File: src/rtl/hazard_unit_pkg.sv
// Shared opcode encoding, decode classes and scoreboard entry type
// for the ID-stage hazard unit.
`ifndef OP_CODE_LEN
`define OP_CODE_LEN 4
`define OP_NOP  4'h0
`define OP_ADD  4'h1
`define OP_SUB  4'h2
`define OP_MUL  4'h3
`define OP_DIV  4'h4
`define OP_MOD  4'h5
`define OP_AND  4'h6
`define OP_OR   4'h7
`define OP_CMP  4'h8
`define OP_MOVR 4'h9
`define OP_MOVI 4'hA
`define OP_LDR  4'hB
`define OP_STR  4'hC
`define OP_BEQ  4'hD
`define OP_JMP  4'hE
`endif

package hazard_unit_pkg;

  localparam int OP_W = `OP_CODE_LEN;
  typedef logic [OP_W-1:0] op_t;

  localparam op_t OP_NOP  = `OP_NOP;
  localparam op_t OP_ADD  = `OP_ADD;
  localparam op_t OP_SUB  = `OP_SUB;
  localparam op_t OP_MUL  = `OP_MUL;
  localparam op_t OP_DIV  = `OP_DIV;
  localparam op_t OP_MOD  = `OP_MOD;
  localparam op_t OP_AND  = `OP_AND;
  localparam op_t OP_OR   = `OP_OR;
  localparam op_t OP_CMP  = `OP_CMP;
  localparam op_t OP_MOVR = `OP_MOVR;
  localparam op_t OP_MOVI = `OP_MOVI;
  localparam op_t OP_LDR  = `OP_LDR;
  localparam op_t OP_STR  = `OP_STR;
  localparam op_t OP_BEQ  = `OP_BEQ;
  localparam op_t OP_JMP  = `OP_JMP;

  localparam int MDU_CYCLES_DEF = 4;
  localparam int SB_DEST_W      = 8;

  typedef struct packed {
    logic                 valid;
    logic [SB_DEST_W-1:0] dest;
    logic                 wb;
    logic                 ld;
    logic                 cmp;
  } sb_entry_t;

  function automatic logic uses_src1(input op_t op);
    case (op)
      OP_ADD, OP_SUB, OP_MUL, OP_DIV, OP_MOD,
      OP_AND, OP_OR, OP_CMP, OP_MOVR, OP_LDR,
      OP_STR:  return 1'b1;
      default: return 1'b0;
    endcase
  endfunction

  function automatic logic uses_src2(input op_t op);
    case (op)
      OP_ADD, OP_SUB, OP_MUL, OP_DIV, OP_MOD,
      OP_AND, OP_OR, OP_CMP, OP_STR:
               return 1'b1;
      default: return 1'b0;
    endcase
  endfunction

  function automatic logic uses_flags(input op_t op);
    return op == OP_BEQ;
  endfunction

  function automatic logic writes_reg(input op_t op);
    case (op)
      OP_ADD, OP_SUB, OP_MUL, OP_DIV, OP_MOD,
      OP_AND, OP_OR, OP_MOVR, OP_MOVI, OP_LDR:
               return 1'b1;
      default: return 1'b0;
    endcase
  endfunction

  function automatic logic is_load(input op_t op);
    return op == OP_LDR;
  endfunction

  function automatic logic is_cmp(input op_t op);
    return op == OP_CMP;
  endfunction

  function automatic logic is_mdu(input op_t op);
    case (op)
      OP_MUL, OP_DIV, OP_MOD: return 1'b1;
      default:                return 1'b0;
    endcase
  endfunction

endpackage

File: src/rtl/hazard_scoreboard.sv
// EX/MEM producer mirror and multi-cycle busy counter.
// Priority: reset, flush, hold, bubble, advance.
module hazard_scoreboard
  import hazard_unit_pkg::*;
#(
  parameter int MDU_CYCLES = MDU_CYCLES_DEF
) (
  input  logic      clk,
  input  logic      rst,
  input  logic      i_flush,
  input  logic      i_hold,
  input  logic      i_bubble,
  input  logic      i_mdu_start,
  input  sb_entry_t i_new,
  output sb_entry_t o_ex,
  output sb_entry_t o_mem,
  output logic      o_busy
);

  localparam int BW = (MDU_CYCLES > 1) ? $clog2(MDU_CYCLES) : 1;
  localparam logic [BW-1:0] BUSY_LOAD = BW'(MDU_CYCLES - 1);

  sb_entry_t     r_ex;
  sb_entry_t     r_mem;
  logic [BW-1:0] r_busy;

  always_ff @(posedge clk) begin
    if (rst) begin
      r_ex   <= '0;
      r_mem  <= '0;
      r_busy <= '0;
    end else if (i_flush) begin
      r_ex   <= '0;
      r_mem  <= r_ex;
      r_busy <= '0;
    end else if (i_hold) begin
      r_mem  <= '0;
      r_busy <= r_busy - BW'(1);
    end else if (i_bubble) begin
      r_ex   <= '0;
      r_mem  <= r_ex;
    end else begin
      r_ex   <= i_new;
      r_mem  <= r_ex;
      if (i_mdu_start) r_busy <= BUSY_LOAD;
    end
  end

  assign o_ex   = r_ex;
  assign o_mem  = r_mem;
  assign o_busy = |r_busy;

endmodule

File: src/rtl/hazard_unit.sv
// ID-stage hazard detection: compares the ID instruction against
// in-flight EX/MEM producers and raises stall/flush strobes.
module hazard_unit
  import hazard_unit_pkg::*;
#(
  parameter int REG_ADDR_W = 4,
  parameter int MDU_CYCLES = MDU_CYCLES_DEF
) (
  input  logic                  clk,
  input  logic                  rst,
  input  logic                  id_valid,
  input  op_t                   id_op,
  input  logic [REG_ADDR_W-1:0] id_src1,
  input  logic [REG_ADDR_W-1:0] id_src2,
  input  logic [REG_ADDR_W-1:0] id_dest,
  input  logic                  fwd_en,
  input  logic                  branch_taken,
  output logic                  hazard_detected,
  output logic                  pc_stall,
  output logic                  flush,
  output logic                  ex_busy
);

  logic                 w_u1;
  logic                 w_u2;
  logic                 w_uf;
  logic [SB_DEST_W-1:0] w_s1;
  logic [SB_DEST_W-1:0] w_s2;
  sb_entry_t            w_new;
  sb_entry_t            w_ex;
  sb_entry_t            w_mem;
  logic                 w_busy;
  logic                 w_src_ex;
  logic                 w_src_mem;
  logic                 w_flg_ex;
  logic                 w_flg_mem;
  logic                 w_raw;
  logic                 w_hz;

  function automatic logic srcmatch(
    input sb_entry_t            e,
    input logic                 u1,
    input logic                 u2,
    input logic [SB_DEST_W-1:0] s1,
    input logic [SB_DEST_W-1:0] s2
  );
    return e.valid & e.wb &
           ((u1 & (s1 == e.dest)) | (u2 & (s2 == e.dest)));
  endfunction

  assign w_u1 = uses_src1(id_op);
  assign w_u2 = uses_src2(id_op);
  assign w_uf = uses_flags(id_op);
  assign w_s1 = SB_DEST_W'(id_src1);
  assign w_s2 = SB_DEST_W'(id_src2);

  assign w_new = '{
    valid: id_valid,
    dest:  SB_DEST_W'(id_dest),
    wb:    writes_reg(id_op),
    ld:    is_load(id_op),
    cmp:   is_cmp(id_op)
  };

  assign w_src_ex  = srcmatch(w_ex, w_u1, w_u2, w_s1, w_s2);
  assign w_src_mem = srcmatch(w_mem, w_u1, w_u2, w_s1, w_s2);
  assign w_flg_ex  = w_ex.valid & w_ex.cmp & w_uf;
  assign w_flg_mem = w_mem.valid & w_mem.cmp & w_uf;

  // With forwarding only a load in EX cannot be bypassed in time.
  assign w_raw = fwd_en ? (w_src_ex & w_ex.ld)
                        : (w_src_ex | w_src_mem | w_flg_ex | w_flg_mem);

  always_comb begin
    w_hz = 1'b0;
    unique case (1'b1)
      branch_taken: w_hz = 1'b0;
      w_busy:       w_hz = 1'b1;
      default:      w_hz = id_valid & w_raw;
    endcase
  end

  hazard_scoreboard #(
    .MDU_CYCLES (MDU_CYCLES)
  ) u_sb (
    .clk         (clk),
    .rst         (rst),
    .i_flush     (branch_taken),
    .i_hold      (w_busy),
    .i_bubble    (w_hz),
    .i_mdu_start (id_valid & is_mdu(id_op)),
    .i_new       (w_new),
    .o_ex        (w_ex),
    .o_mem       (w_mem),
    .o_busy      (w_busy)
  );

  assign hazard_detected = ~rst & w_hz;
  assign pc_stall        = ~rst & w_hz;
  assign flush           = ~rst & branch_taken;
  assign ex_busy         = ~rst & w_busy;

endmodule

File: config.mk
export PLATFORM = sky130hd
export DESIGN_NAME = hazard_unit
export DESIGN_NICKNAME = d
export VERILOG_FILES = /design/src/rtl/hazard_unit_pkg.sv /design/src/rtl/hazard_scoreboard.sv /design/src/rtl/hazard_unit.sv
export SDC_FILE = /design/constraint.sdc
export NUM_CORES = 1
export LEC_CHECK = 0
export ABC_AREA = 1
export BUFFER_PORTS_ARGS = -buffer_cell sky130_fd_sc_hd__buf_4
export CAP_MARGIN = 20
export CELL_PAD_IN_SITES_DETAIL_PLACEMENT = 1
export CELL_PAD_IN_SITES_GLOBAL_PLACEMENT = 1
export CORE_MARGIN = 2
export CORE_UTILIZATION = 42
export CTS_BUF_LIST = sky130_fd_sc_hd__clkbuf_4
export DETAILED_ROUTE_END_ITERATION = 10
export PLACE_DENSITY_LB_ADDON = 0.1
export SYNTH_ARGS = -nofsm -noshare
export SYNTH_HDL_FRONTEND = slang
export SYNTH_HIERARCHICAL = 1
export SYNTH_SLANG_ARGS = --single-unit
File: constraint.sdc
create_clock -name clk -period 1.7 [get_ports clk]
set_input_delay 0.17 -clock clk [delete_from_list [all_inputs] [get_ports clk]]
set_output_delay 0.17 -clock clk [all_outputs]
set_load 0.03 [all_outputs]
==> run_results.csv, run 1 <==
group,metric,value,unit
power,vdd_ir_drop_max,436,uV
setup_path,end_kind,"output port",
global_route,antenna_found_initial,0,
detailed_routing,drt-initial-drc-count,38,
timing,maxSlewHeadroom,60.0,%
flow_run,cap_violations,0,
setup_path,r2r_start,"u_sb/o_ex[9]",
floorplan,rows,21,
floorplan,core,3340,sq um
hold_path,hold_class,"input port to register",
clocking,clk_pin_slew,0.14,ns
setup_path,critPathLaunchType,"register",
timing,fin_skew,0.00293,ns
setup_path,slowest_stage,"dfxtp_2",
clocking,worstSkewPairLatency,0.32,ns
timing,whs,0.0818,ns
floorplan,initial_utilization,43.5,%
logic_synthesis,syn_area,1450,sq um
timing,rsz0062_at_grt,"yes",
setup_path,cp_common_cell,"nand2_1",
timing,finalSetupViolCount,12,
setup_path,cp.arrival,1.79,ns
finish,n_fill_cell,448,
run_status,outcome,"finished, violations left",
setup_path,cp-startpoint,"u_sb/o_ex[9]",
floorplan,die-area,3940,sq um
setup_path,critPathKind,"register to output port",
timing,finalMaxSlewViolations,0,
clocking,cts.sinks,25,
finish,final_nets,263,
clocking,cts_hold_buf,0,
logic_synthesis,yosys_warnings,6,
placement,gp_congestion,0.773,
finish,drive_gt1_share,37.9,%
run_status,violations,"setup timing",
detailed_routing,postRouteWirelength,3.73,mm
setup_path,cpPeakStageDelay,0.36,ns
placement,placed_cells,277,
timing,tightestPinTransition,0.599,ns
setup_path,crit_fanout,2,
placement,hpwl,2.79,mm
setup_path,crit_chain,"nor4_4 > buf_4 > nand3_2 > nand2_1 > nand2_1 > nand2_1 > nand2_2 > a21oi_4 > buf_6",
global_route,grt_pass1_wl,6.31,mm
timing,setup_ws,-0.260,ns
floorplan,io_pins,25,
logic_synthesis,syn_inst,200,
clocking,cts_root_buffer,"clkbuf_4",
timing,fmax,0.510,GHz
detailed_routing,drtAntennaViolNets,0,
clocking,clockBufferDepth,2,
clocking,cts_tree,"yes",
placement,numPortBuffers,24,
global_route,grt_max_degree,16,
power,p_leak,0.861,nW
global_route,grt.total_usage,19.6,%
detailed_routing,wire_per_inst,13.0,um
timing,post-route-period-util,115,%
finish,postLayoutCoreUtil,55.2,%
finish,finalNonFillerCells,286,
floorplan,die_x,62.8,um
hold_path,min_from,"id_dest[0]",
detailed_routing,vias,1365,
timing,hold_violations,0,
logic_synthesis,syn_area_per_cell,7.26,sq um
finish,area_growth_syn_to_layout,26.8,%
finish,antenna_cells,0,
clocking,h-tree-depth,1,
timing,min_period,1.96,ns
setup_path,required,1.53,ns
detailed_routing,drt_first_pass_iters,4,
power,p_total,1.30,mW
clocking,cts_buffers,3,
global_route,overflow,0,
detailed_routing,drc_errors,0,
global_route,grt_pass1_vias,1417,
floorplan,die_height,62.8,um
power,p_per_area,709,nW/um^2
detailed_routing,viasPerCell,4.77,
flip-flops by register name (all words and copies together) (netlist names):
name         flops
u_sb/r_busy      2
u_sb/o_mem      11
u_sb/o_ex       12
cell type report:
class,count,area (sq um),area share (%)
multi-input cells,146,841,45.7
flip-flops and latches,25,509,27.7
repair buffers,41,313,17.0
inverters,24,90.1,4.89
well taps,46,57.6,3.13
clock buffers,3,22.5,1.22
clock inverters,1,7.51,0.408
cells in the final DEF, fill, tap and decap left out, types with 2 or more instances in the layout:
| cell | count |
|---|---|
| xor2_1 | 7 |
| a21oi_2 | 10 |
| inv_2 | 4 |
| nand3_1 | 4 |
| dfxtp_1 | 18 |
| xnor2_1 | 6 |
| buf_6 | 2 |
| inv_1 | 20 |
| a21oi_1 | 4 |
| nor2_1 | 22 |
| conb_1 | 4 |
| clkbuf_4 | 3 |
| dfxtp_2 | 7 |
| nand2_2 | 14 |
| buf_4 | 38 |
| nand2_1 | 46 |
| nor2_2 | 3 |
| o21ai_0 | 11 |
| nand3_2 | 2 |
| nor3_2 | 2 |
final timing paths:
check | end | slack, ns | depth (start not counted)
worst max-delay path | pc_stall | -0.26 | 9
worst min-delay path | u_sb/o_ex[3] | 0.08 | 3
worst max register to register | u_sb/o_ex[5] | -0.11 | 12
worst min register to register | u_sb/o_mem[2] | 0.49 | 2
where the power goes:
part / total (mW) / switching [mW] / leakage (nW) / internal [mW]
logic: 0.389 / 0.216 / 0.641 / 0.173
registers: 0.637 / 0.0226 / 0.207 / 0.614
clock network: 0.279 / 0.189 / 0.0139 / 0.0899
total: 1.30 / 0.428 / 0.861 / 0.877
critical path, delay by kind of cell, from the launching register on:
family,cells,cell delay (ns)
AO/OA/AOI/OAI,1,0.15
buffers and inverters,2,0.33
AND/OR/NAND/NOR,6,0.62
flip-flops,1,0.36
stage by stage:
step / TNS (ns) / area (sq um) / setup slack [ns]
after detailed placement: -0.696 / 1720 / -0.127
after global routing: -2.75 / 1840 / -0.369
after global placement: -0.101 / 1720 / -0.0512
after CTS: -0.563 / 1810 / -0.253
after floorplan: 0 / 1470 / 0.0934
final: -1.35 / 1840 / -0.260
layer usage:
metal / share of wire (%) / vias up / global-route usage (%)
met5: 0 / - / 0
met4: 1.1 / 0 / 5.00
met3: 1.8 / 6 / 1.62
met2: 52 / 14 / 37.6
met1: 45 / 650 / 23.2
li1: - / 695 / -
repair_timing:
action                                  CTS  global route
buffers inserted                          1             4
gates cloned                              0             0
endpoints found under the setup margin   12            12
resized for setup                        12             3
pin swaps                                 1             2
(Power assumes the default switching activity.)
==> run 2: changes to the inputs <==
RECOVER_POWER = 100   (was not set)
==> run 2 against run 1 <==
  * The flow still finishes with violations (setup timing)
  * Sequential power hardly changed
  * Clock-buffer cell count did not move
  * First-iteration DRC count up 13%
  * Hold slack improved by 0.0014 ns
  * Clock power about the same
  * Clock skew increased by 0.00076 ns
  * Largest power group unchanged
  * Non-clock buffer count unchanged
==> run_results.csv, run 2 (synthesis results as in run 1) <==
group,metric,value,unit
finish,final_nets,263,
global_route,grt_max_degree,16,
timing,finalSetupViolCount,12,
global_route,antenna_found_initial,0,
setup_path,ff2ff_setup_slack,-0.10,ns
setup_path,crit_fanout,2,
detailed_routing,drt_first_pass_iters,3,
placement,place_area,1720,sq um
clocking,h-tree-depth,1,
run_status,violations,"setup timing",
timing,setup_ws,-0.250,ns
detailed_routing,vias,1373,
clocking,cts.sinks,25,
setup_path,critPathTopFamily,"simple AND/OR/NAND/NOR gates",
setup_path,critPathKind,"register to output port",
setup_path,cp.arrival,1.78,ns
setup_path,crit_chain,"nor4_4 > buf_4 > nand3_2 > nand2_1 > nand2_1 > nand2_1 > nand2_2 > a21oi_4 > buf_6",
setup_path,slowest_stage,"dfxtp_2",
finish,largest_reg_flops,12,
timing,whs,0.0832,ns
setup_path,required,1.53,ns
finish,drive_gt1_share,35.8,%
global_route,grt_pass1_wl,6.31,mm
power,vdd_ir_drop_max,431,uV
finish,antenna_cells,0,
clocking,cts_hold_buf,0,
global_route,grt.total_usage,19.6,%
power,p_leak,0.854,nW
timing,fin_skew,0.00369,ns
timing,finalMaxSlewViolations,0,
finish,fin_area,1820,sq um
clocking,clk_pin_slew,0.14,ns
setup_path,cp_common_cell,"nand2_1",
setup_path,cpPeakStageDelay,0.36,ns
detailed_routing,viasPerCell,4.80,
placement,numPortBuffers,24,
floorplan,core,3340,sq um
floorplan,initial_utilization,43.5,%
finish,area_growth_syn_to_layout,25.6,%
placement,gp_congestion,0.773,
timing,rsz0062_at_grt,"yes",
global_route,grt_pass1_vias,1417,
clocking,clockBufferDepth,2,
detailed_routing,drtAntennaViolNets,0,
clocking,cts_root_buffer,"clkbuf_4",
hold_path,hold_end,"u_sb/o_ex[3]",
timing,fmax,0.513,GHz
detailed_routing,drc_errors,0,
timing,min_period,1.95,ns
timing,maxSlewHeadroom,59.7,%
global_route,overflow,0,
floorplan,io_pins,25,
flow_run,cap_violations,0,
timing,tightestPinTransition,0.604,ns
floorplan,die-area,3940,sq um
finish,final_common_cell,"nand2_1",
power,p_per_area,712,nW/um^2
hold_path,hold_class,"input port to register",
clocking,cts_tree,"yes",
setup_path,reg2reg_depth,12,
setup_path,r2r_start,"u_sb/o_ex[9]",
setup_path,critPathBufInv,2,
detailed_routing,postRouteWirelength,3.74,mm
timing,post-route-period-util,115,%
hold_path,min_from,"id_dest[0]",
floorplan,die_x,62.8,um
run_status,outcome,"finished, violations left",
detailed_routing,wire_per_inst,13.1,um
power,p_total,1.30,mW
hold_path,hold_path_depth,3,
detailed_routing,drt-initial-drc-count,43,
placement,hpwl,2.79,mm
floorplan,die_height,62.8,um
timing,hold_violations,0,
setup_path,critPathLaunchType,"register",
clocking,worstSkewPairLatency,0.32,ns
finish,final_cell_mix,"nand2_1 (46), buf_4 (36), nor2_1 (23)",
setup_path,rr_endpoint,"u_sb/o_ex[5]",
setup_path,end_kind,"output port",
floorplan,rows,21,
clocking,cts_buffers,3,
==> run 2: worst max path at each step <==
stage                        startpoint  cells after the start         endpoint  slack (ns)
final                      u_sb/o_ex[9]                      9         pc_stall       -0.25
after global placement     u_sb/o_ex[8]                     13   u_sb/r_busy[0]       -0.05
after CTS                  u_sb/o_ex[9]                      9         pc_stall       -0.25
after floorplan            u_sb/o_ex[4]                     10         pc_stall        0.09
after global routing      u_sb/o_mem[8]                     12  hazard_detected       -0.37
after detailed placement   u_sb/o_ex[8]                     13   u_sb/r_busy[1]       -0.13
==> run 2: cell type report <==
class	count	area (sq um)
Multi-Input combinational cell	146	831
Clock inverter	1	7.51
Sequential cell	25	509
Tap cell	46	57.6
Fill cell	450	1510
Inverter	24	90.1
Timing Repair Buffer	41	305
Clock buffer	3	22.5
==> run 2: layer usage <==
layer  track usage, %  vias to the layer above  routed length [um]
met5                0                        -                   0
met4             5.00                        0                  40
met3             1.62                        6                  66
met2             37.6                       14                1990
met1             23.2                      657                1650
li1                 -                      696                   -
==> run 2: where the power goes <==
part	internal, mW	total (mW)	switching, mW	leakage, nW
sequential	0.614	0.637	0.0228	0.207
combinational	0.169	0.383	0.214	0.633
clock	0.0900	0.278	0.188	0.0139
total	0.872	1.30	0.425	0.854
==> run 2: per-stage QoR <==
stage	std cells	TNS [ns]	utilization (%)	setup WS, ns
after global routing	286	-2.78	54.6	-0.369
final	286	-1.21	54.6	-0.250
after CTS	282	-0.563	54.1	-0.253
after floorplan	203	0	-	0.0934
after detailed placement	277	-0.696	51.7	-0.127
after global placement	277	-0.101	51.7	-0.0512
==> run 2: what timing repair did <==
item,4_1_cts,5_1_grt
resized for setup,12,3
setup buffers,1,4
endpoints found under the setup margin,12,12
pin swaps,1,2
==> run 2: worst register-to-register path: stages (launching register included) <==
cell and delay [ns]:
dfxtp_2 0.36, nor4_4 0.28, buf_4 0.18, nand3_2 0.07
nand2_1 0.07, nand2_1 0.05, nand2_1 0.08, nand2_2 0.08
nand2_1 0.18, nor2_8 0.07, buf_4 0.16, nand2_2 0.07
a21oi_2 0.05
==> run 3: changes to the inputs <==
SETUP_SLACK_MARGIN = 0.05   (was not set)
==> run 3 against run 2 <==
  * The run still ends with setup timing left
  * Combinational power is essentially flat
  * Clock-buffer cell count is the same
  * Non-clock buffer count is the same
  * Critical endpoint unchanged
  * Largest power group unchanged
==> run_results.csv, run 3 (synthesis results as in run 1) <==
group,metric,value,unit
power,p_per_area,712,nW/um^2
clocking,cts.sinks,25,
global_route,overflow,0,
detailed_routing,met1_length,1.66,mm
global_route,antenna_found_initial,0,
finish,regArea,509,sq um
clocking,cts_buffers,3,
global_route,grt_max_degree,16,
setup_path,required,1.53,ns
finish,final_cell_mix,"nand2_1 (46), buf_4 (36), nor2_1 (22)",
floorplan,initial_utilization,43.5,%
finish,n_fill_cell,454,
timing,post-route-period-util,115,%
finish,area_growth_syn_to_layout,25.8,%
power,p_leak,0.853,nW
global_route,grt_pass1_wl,6.33,mm
finish,antenna_cells,0,
detailed_routing,drc_errors,0,
clocking,worstSkewPairLatency,0.32,ns
setup_path,cp.arrival,1.79,ns
setup_path,end_kind,"output port",
timing,min_period,1.96,ns
detailed_routing,vias,1367,
timing,setup_tns,-1.37,ns
timing,maxSlewHeadroom,59.4,%
hold_path,hold_class,"input port to register",
clocking,clk_pin_slew,0.14,ns
detailed_routing,wire_per_inst,13.0,um
timing,rsz0062_at_grt,"yes",
detailed_routing,wl_met3,66,um
setup_path,critPathKind,"register to output port",
floorplan,rows,21,
detailed_routing,drt-initial-drc-count,36,
setup_path,crit_fanout,2,
placement,hpwl,2.79,mm
clocking,h-tree-depth,1,
detailed_routing,drt_first_pass_iters,3,
detailed_routing,drtAntennaViolNets,0,
timing,finalMaxSlewViolations,0,
timing,hold_violations,0,
timing,fmax,0.510,GHz
global_route,grt_pass1_vias,1417,
finish,largest_reg_flops,12,
flow_run,cap_violations,0,
floorplan,io_pins,25,
clocking,cts_tree,"yes",
placement,dp_slack,-0.127,ns
run_status,outcome,"finished, violations left",
finish,final_nets,263,
clocking,clockBufferDepth,2,
power,vdd_ir_drop_max,433,uV
run_status,violations,"setup timing",
floorplan,die_x,62.8,um
floorplan,die-area,3940,sq um
global_route,grt.total_usage,19.6,%
finish,multi_input_area,833,sq um
clocking,cts_root_buffer,"clkbuf_4",
timing,finalSetupViolCount,12,
timing,setup_ws,-0.262,ns
placement,gp_congestion,0.773,
detailed_routing,wl_met2,1.96,mm
detailed_routing,viasPerCell,4.78,
detailed_routing,topRoutingLayerUsed,"met4",
detailed_routing,postRouteWirelength,3.73,mm
setup_path,critPathLaunchType,"register",
floorplan,core,3340,sq um
placement,numPortBuffers,24,
timing,tightestPinTransition,0.609,ns
finish,final_common_cell,"nand2_1",
timing,fin_skew,0.00345,ns
floorplan,die_height,62.8,um
finish,drive_gt1_share,36.3,%
clocking,cts_hold_buf,0,
-- run 3: path summary, 6_finish.rpt --
kind           startpoint       endpoint  slack [ns]  cells after the start
min            id_dest[0]   u_sb/o_ex[3]        0.08                      3
max reg2reg  u_sb/o_ex[9]   u_sb/o_ex[5]       -0.11                     12
max          u_sb/o_ex[9]       pc_stall       -0.26                      9
min reg2reg  u_sb/o_ex[2]  u_sb/o_mem[2]        0.49                      2
-- run 3: area by class of cell --
cell class                 count  area share (%)
multi-input combinational    146            45.6
sequential                    25            27.9
timing repair buffer          41            16.7
inverter                      24            4.93
tap                           46            3.15
clock buffer                   3            1.23
clock inverter                 1           0.411
-- run 3: what timing repair did --
item,in CTS,in global routing
gates cloned,0,0
endpoints found under the setup margin,12,13
pin swaps,1,3
buffers inserted,1,4
resized for setup,13,4
-- run 3: where the power goes --
group	switching (mW)	leakage (nW)	internal (mW)
clock network	0.189	0.0139	0.0900
logic	0.215	0.633	0.169
registers	0.0225	0.207	0.614
-- run 3: worst max-delay path: stages, from the launching register on --
cell and delay [ns]:
dfxtp_2 0.36, nor4_4 0.29, buf_4 0.18, nand3_2 0.06, nand2_1 0.07, nand2_1 0.05
nand2_1 0.08, nand2_2 0.07, a21oi_4 0.15, buf_6 0.15
-- run 3: layer usage --
layer | GRT usage, % | up-vias
met1 | 23.3 | 650
met3 | 1.62 | 6
met2 | 37.6 | 14
met5 | 0 | -
li1 | - | 697
met4 | 5.00 | 0
-- run 3: per-stage QoR --
| step | total power, mW | instance area [sq um] | utilization [%] | hold slack (ns) | std cells |
|---|---|---|---|---|---|
| floorplan | 0.883 | 1470 | - | 0.242 | 203 |
| global placement | 0.978 | 1720 | 51.7 | 0.431 | 277 |
| detailed placement | 0.992 | 1720 | 51.7 | 0.440 | 277 |
| CTS | 1.29 | 1810 | 54.1 | 0.0702 | 282 |
| global route | 1.37 | 1830 | 54.7 | 0.0640 | 286 |
| finish | 1.30 | 1830 | 54.7 | 0.0815 | 286 |
